## src/rtl/trace_capture_ctrl.sv

```systemverilog
// Sequencer for one sensor trace: clear the sensor FIFO, arm, trigger, wait for capture,
// then drain N_SAMPLES 128-bit samples one at a time over a valid/ack handshake.
//
// state     | meaning
// ----------+------------------------------------------------------------
// IDLE      | waiting for start_i
// CLEAR     | fifo_rst_o held high for CLR_CYCLES cycles
// ARM       | PRE_DELAY idle cycles before the trigger (skipped if 0)
// TRIG      | one-cycle cap_trg_o
// CAPTURE   | waiting for cap_done_i, no timeout
// READ      | one-cycle fifo_rd_o
// WAIT_DV   | waiting up to TIMEOUT cycles for fifo_dvld_i
// PRESENT   | dout_vld_o high until dout_ack_i
// DONE      | one-cycle done_o, then IDLE
module trace_capture_ctrl #(
  parameter int N_SAMPLES  = 2048,
  parameter int CNT_W      = 12,
  parameter int CLR_CYCLES = 4,
  parameter int PRE_DELAY  = 16,
  parameter int TIMEOUT    = 255
) (
  input  logic               clk,
  input  logic               rst,
  input  logic               start_i,
  input  logic               abort_i,
  output logic               fifo_rst_o,
  output logic               cap_trg_o,
  input  logic               cap_done_i,
  output logic               fifo_rd_o,
  input  logic               fifo_dvld_i,
  input  logic [127:0]       fifo_din_i,
  output logic [127:0]       dout_o,
  output logic               dout_vld_o,
  input  logic               dout_ack_i,
  output logic [CNT_W-1:0]   sample_cnt_o,
  output logic               busy_o,
  output logic               done_o,
  output logic               err_o
);

  typedef enum logic [3:0] {
    S_IDLE,
    S_CLEAR,
    S_ARM,
    S_TRIG,
    S_CAPTURE,
    S_READ,
    S_WAIT_DV,
    S_PRESENT,
    S_DONE
  } state_t;

  // One shared down-counter serves the clear, arm and read-timeout phases.
  localparam int TMR_MAX_A = (CLR_CYCLES > PRE_DELAY) ? CLR_CYCLES : PRE_DELAY;
  localparam int TMR_MAX   = (TMR_MAX_A > TIMEOUT) ? TMR_MAX_A : TIMEOUT;
  localparam int TMR_W     = (TMR_MAX > 1) ? $clog2(TMR_MAX) : 1;

  localparam logic [TMR_W-1:0] CLR_LOAD = TMR_W'(CLR_CYCLES - 1);
  localparam logic [TMR_W-1:0] ARM_LOAD = TMR_W'((PRE_DELAY > 0) ? PRE_DELAY - 1 : 0);
  localparam logic [TMR_W-1:0] TMO_LOAD = TMR_W'(TIMEOUT - 1);
  localparam logic [CNT_W:0]   N_LAST   = (CNT_W+1)'(N_SAMPLES);

  state_t             state;
  state_t             state_nxt;
  logic [TMR_W-1:0]   tmr;
  logic               tmr_zero;
  logic [CNT_W:0]     cnt;
  logic [CNT_W:0]     cnt_inc;
  logic [127:0]       dout_q;
  logic               err_q;
  logic               start_acc;
  logic               timeout_hit;
  logic               sample_acc;
  logic               data_take;

  assign tmr_zero = (tmr == '0);
  assign cnt_inc  = cnt + (CNT_W+1)'(1);

  // State register
  always_ff @(posedge clk) begin
    if (rst) begin
      state <= S_IDLE;
    end else begin
      state <= state_nxt;
    end
  end

  // Next-state logic; abort outranks every other event.
  always_comb begin
    state_nxt   = state;
    start_acc   = 1'b0;
    timeout_hit = 1'b0;
    sample_acc  = 1'b0;
    data_take   = 1'b0;
    if (abort_i) begin
      state_nxt = S_IDLE;
    end else begin
      case (state)
        S_IDLE: begin
          if (start_i) begin
            start_acc = 1'b1;
            state_nxt = S_CLEAR;
          end
        end
        S_CLEAR: begin
          if (tmr_zero) begin
            state_nxt = (PRE_DELAY == 0) ? S_TRIG : S_ARM;
          end
        end
        S_ARM: begin
          if (tmr_zero) begin
            state_nxt = S_TRIG;
          end
        end
        S_TRIG:    state_nxt = S_CAPTURE;
        S_CAPTURE: begin
          if (cap_done_i) begin
            state_nxt = S_READ;
          end
        end
        S_READ:    state_nxt = S_WAIT_DV;
        S_WAIT_DV: begin
          // Data arriving in the expiry cycle wins over the timeout.
          if (fifo_dvld_i) begin
            data_take = 1'b1;
            state_nxt = S_PRESENT;
          end else if (tmr_zero) begin
            timeout_hit = 1'b1;
            state_nxt   = S_DONE;
          end
        end
        S_PRESENT: begin
          if (dout_ack_i) begin
            sample_acc = 1'b1;
            state_nxt  = (cnt_inc == N_LAST) ? S_DONE : S_READ;
          end
        end
        S_DONE:    state_nxt = S_IDLE;
        default:   state_nxt = S_IDLE;
      endcase
    end
  end

  // Outputs decode straight from the state register.
  always_comb begin
    fifo_rst_o = 1'b0;
    cap_trg_o  = 1'b0;
    fifo_rd_o  = 1'b0;
    dout_vld_o = 1'b0;
    done_o     = 1'b0;
    busy_o     = (state != S_IDLE);
    case (state)
      S_CLEAR:   fifo_rst_o = 1'b1;
      S_TRIG:    cap_trg_o  = 1'b1;
      S_READ:    fifo_rd_o  = 1'b1;
      S_PRESENT: dout_vld_o = 1'b1;
      S_DONE:    done_o     = 1'b1;
      default:   ;
    endcase
  end

  // Phase timer: loaded on entry to a timed state, counts down to terminal count 0.
  always_ff @(posedge clk) begin
    if (rst) begin
      tmr <= '0;
    end else if (state_nxt != state) begin
      case (state_nxt)
        S_CLEAR:   tmr <= CLR_LOAD;
        S_ARM:     tmr <= ARM_LOAD;
        S_WAIT_DV: tmr <= TMO_LOAD;
        default:   tmr <= '0;
      endcase
    end else if (!tmr_zero) begin
      tmr <= tmr - TMR_W'(1);
    end
  end

  // Sample counter and sticky error survive abort; only a new start or rst clears them.
  always_ff @(posedge clk) begin
    if (rst) begin
      cnt   <= '0;
      err_q <= 1'b0;
    end else if (start_acc) begin
      cnt   <= '0;
      err_q <= 1'b0;
    end else begin
      if (sample_acc) begin
        cnt <= cnt_inc;
      end
      if (timeout_hit) begin
        err_q <= 1'b1;
      end
    end
  end

  always_ff @(posedge clk) begin
    if (rst) begin
      dout_q <= '0;
    end else if (data_take) begin
      dout_q <= fifo_din_i;
    end
  end

  assign dout_o       = dout_q;
  assign sample_cnt_o = cnt[CNT_W-1:0];
  assign err_o        = err_q;

endmodule

```

## config.mk

```make
export PLATFORM = sky130hd
export DESIGN_NAME = trace_capture_ctrl
export DESIGN_NICKNAME = d
export VERILOG_FILES = /design/src/rtl/trace_capture_ctrl.sv
export SDC_FILE = /design/constraint.sdc
export NUM_CORES = 1
export LEC_CHECK = 0
export ABC_AREA = 1
export BUFFER_PORTS_ARGS = -buffer_cell sky130_fd_sc_hd__buf_4
export CAP_MARGIN = 20
export CORE_UTILIZATION = 45
export CTS_CLUSTER_DIAMETER = 200
export DETAILED_ROUTE_END_ITERATION = 12
export PLACE_DENSITY = 0.77
export SYNTH_ARGS = -nofsm -noshare
export SYNTH_HDL_FRONTEND = slang
export SYNTH_SLANG_ARGS = --single-unit
```

## constraint.sdc

```tcl
create_clock -name clk -period 2.34 [get_ports clk]
set_input_delay 0.702 -clock clk [delete_from_list [all_inputs] [get_ports clk]]
set_output_delay 0.702 -clock clk [all_outputs]
set_load 0.1 [all_outputs]
```

# == After elaboration in Yosys (flattened, before gate mapping) ==
# Index checks and enable logic that the tools add are counted.
# W data, S select, Z words.
# word_totals
regBits,154
inputBits,135
output_inout_bits,147
elab_cells,56
# classes
addsub,2
n_eq_ne,14
mux,31
n_reduce_logical,4
# op_table
operator,n
$mux W4,9
$pmux W4 S8,1
$pmux W8 S3,1
$eq A4 B3 Y1 const B,5
$mux W1,18
$mux W8,2
$add A13 B1 Y13 const B,1
$eq A13 B12 Y1 const B,1
$eq A4 B2 Y1 const B,3
$eq A4 B1 Y1 const B,2
$logic_not A8 Y1,1
$sub A8 B1 Y8 const B,1
$eq A4 B4 Y1 const B,1
$logic_not A4 Y1,1
$ne A4 B4 Y1,1
$reduce_bool A4 Y1,1
$ne A2 B1 Y1 const B,1
$reduce_or A2 Y1,1

# == Longest topological paths before layout ==
# depth
word_depth,9
ltp_mapped,20
ltp_nobuf,20

# == Least setup slack after synthesis ==
# OpenSTA, ideal clock, no wires.
# synth_path
path_type,reg2out
start,register state[1]
end,output done_o
arrival_time_ns,3.296
t_required_ns,1.638
path_slack_ns,-1.658
path_stages_with_launch,3
n_path_buf,1
path_cell_list,dfxtp_1 -> buf_2 -> nor4_1
# synth_between
elab_chain_cells,2
# synth_lines
element,line_no,source
"start, declared",63,state_t state;
"start signal, assigned",84,state <= state_nxt;
$eq A4 B4 Y1,152,case (state)
$mux W1,152,
"end, declared",37,"output logic done_o,"
# Every way passes these cells.

# == Worst setup path in the final report ==
# layout_path
start,register state[3]
end,output fifo_rst_o
# layout_between
elab_chain_cells,2
# layout_lines
element,line_no,source
$eq A4 B1 Y1,152,
$mux W1,152,
"end, declared",26,"output logic fifo_rst_o,"
# Every way passes these cells.

==> metrics.yaml <==
status: "finished, final reports clean"
yosysTopAreaCellShare_pct: 49.4
gr-total-overflow: 0
firstDrtPassIters: 4
die_width_um: 120
worstHoldPathType: "reg -> reg"
drv_slew: 0
setup_viol: 0
cts.sink_count: 154
area_delta_synth_final_pct: 48.8
io_buffers: 281
cts_root_buf: "clkbuf_16"
numCtsBuffers: 17
fin_crit_sh_pct: 96.3
syn_avg_cell_area_um2: 7.36
core_area_mm2: 0.0134
h-tree-depth: 4
yosys-top-cells-area: "dfxtp_1 (49%), nor2_1 (18%), o21ai_0 (11%)"
rsz0062_at_grt: "yes"
cap_viol_max_count: 0
grt_pass1_vias: 5842
holdWs_ps: 469
final_layout_size_suffix_gt1_share_pct: 34.6
finalPower_w: 0.00639
dp_cells: 1264
std_cell_rows: 42
final_cells: 1300
endpoint_kind: "primary output"
synthCells: 847
dpl.hpwl_mm: 13.1
synth_fp_nets: 986
ys_seq_area_share_pct: 49.4
synth.distinct_cells: 34
postLayoutCoreUtil_pct: 69.2
start_util_pct: 46.5
ys.warnings.count: 0
pre_cts_ws_ps: 16.1
yosys.area_share.adder_pct: 0.803
die_h_um: 120
async_reset_ff_share_pct: 0
drt_wl_total_mm: 18.4
critPathKind: "reg -> out"
arrival_ps: 1550
synthMuxAreaShare_pct: 0
cts_tree: "yes"
max_slew.worst_pin.slew_ps: 448
grt_max_degree: 79
layout_common_cells: "buf_4 (293), nor2_1 (288), dfxtp_1 (142)"
cp_max_fo: 4
grt_pass1_wl_mm: 28.6
post-synth-top-area-cell: "dfxtp_1"
num_vias: 6339
synth-main-ff-cell: "dfxtp_1"
drtIter0Drc: 424
synth-seq-cells: 154
fin_ws_ps: 85.8
clock_latency_ps: 420
power_density_mw_per_mm2: 689
synth_edf_count: 0
die-area_mm2: 0.0143
ir_worst_vdd_mv: 0.492
pin_count: 282
synth_top_family_by_area: "simple AND/OR/NAND/NOR gates"
startpoint_type: "flip-flop"
p_leak_nw: 4.14
wire_per_inst_um: 14.2
nNetsFinal: 1249
syn-cell-area_mm2: 0.00624
synth_xor_area_share_pct: 1.26
fmax_ghz: 0.444
max-slew-margin-rel_pct: 70.1
final_common_cell: "buf_4"
viasPerCell: 4.88
synthSimpleGateAreaFrac_pct: 28.4
antenna_found_initial: 1
drc: 0
final_hold_viol_count: 0
finalCriticalPeriod_ps: 2250
clk_pin_slew_ps: 60
ant_nets: 0
cts_buffer_depth: 2
synth_compound_area_share_pct: 13.6
required_ps: 1640
gp_congestion: 0.844
fin_skew_ps: 7.13
filler_cell_count: 1130
grt_util_all_layers_pct: 25.5
synthesized netlist by cell type, types with 3 or more instances:
library cell  number
a21oi_1           12
buf_1              3
buf_2              3
buf_4             12
clkbuf_1          39
dfxtp_1          154
ha_1               4
inv_1             35
inv_2              3
nand2_1           70
nand2_2            8
nand3_1           25
nand3_2            3
nand4_1            5
nor2_1           291
nor2_2             4
nor2_4             6
nor3_1             3
o21ai_0          132
o21ai_1            7
o21bai_1           3
xor2_1             8
final timing paths:
kind | slack [ps] | depth (start not counted) | endpoint | startpoint
worst max register to register | 160 | 18 | tmr[3] | cnt[0]
worst max-delay path | 90 | 4 | fifo_rst_o | state[3]
worst min register to register | 470 | 1 | err_o | err_o
worst min-delay path | 470 | 1 | err_o | err_o
routing by layer:
layer / up-vias / GRT usage, % / share of wire (%)
met5: - / 0 / 0
met4: 0 / 10.2 / 2.4
met3: 38 / 8.70 / 8.3
met2: 216 / 43.6 / 49
met1: 2860 / 28.9 / 40
li1: 3225 / - / -
kinds of logic (layout without fill, tap and decap cells):
logic type      after synthesis  count (layout)
simple gates                423             424
compound gates              161             161
flops                       154             154
buf+inv                      96             371
xor+xnor                      9               9
fa+ha+maj                     4               4
other cells                   0               1
timing repair:
| item | CTS | global route |
|---|---|---|
| cloned | 0 | 1 |
| buffers inserted | 0 | 2 |
| setup endpoints to repair | 5 | 11 |
| resized for setup | 4 | 24 |
| pin swaps | 0 | 3 |
| hold buffers | 0 | 0 |
worst max-delay path, stage by stage, from the launching register on:
cell	delay, ps
dfxtp_2	360
inv_4	100
nand2_4	80
nor3_4	250
buf_4	330
cell type report:
cell class / instances / area [um2] / share of cell area (%)
sequential: 154 / 3110 / 33.5
multi-input combinational: 598 / 2860 / 30.8
timing repair buffer: 300 / 2330 / 25.1
clock buffer: 18 / 429 / 4.63
tap: 176 / 220 / 2.37
clock inverter: 14 / 170 / 1.83
inverter: 39 / 154 / 1.66
antenna: 1 / 2.50 / 0.0270
registers in the layout (all words and copies together), names as in the netlist:
name	cells
dout_o	128
tmr	8
cnt	13
err_o	1
state	4
report_power, final:
| group | leakage [nW] | switching, W | internal [W] |
|---|---|---|---|
| combinational | 2.61 | 0.000496 | 0.000421 |
| clock | 0.283 | 0.00110 | 0.00168 |
| sequential | 1.25 | 0.0000337 | 0.00266 |
| total | 4.14 | 0.00163 | 0.00476 |
stage by stage:
stage | TNS, ps | area, um2
after CTS | 0 | 9180
after floorplan | -1180 | 6290
final | 0 | 9280
after detailed placement | 0 | 8570
after global routing | -51.6 | 9280
after global placement | 0 | 8570
Power figures use the tool's default switching activity.
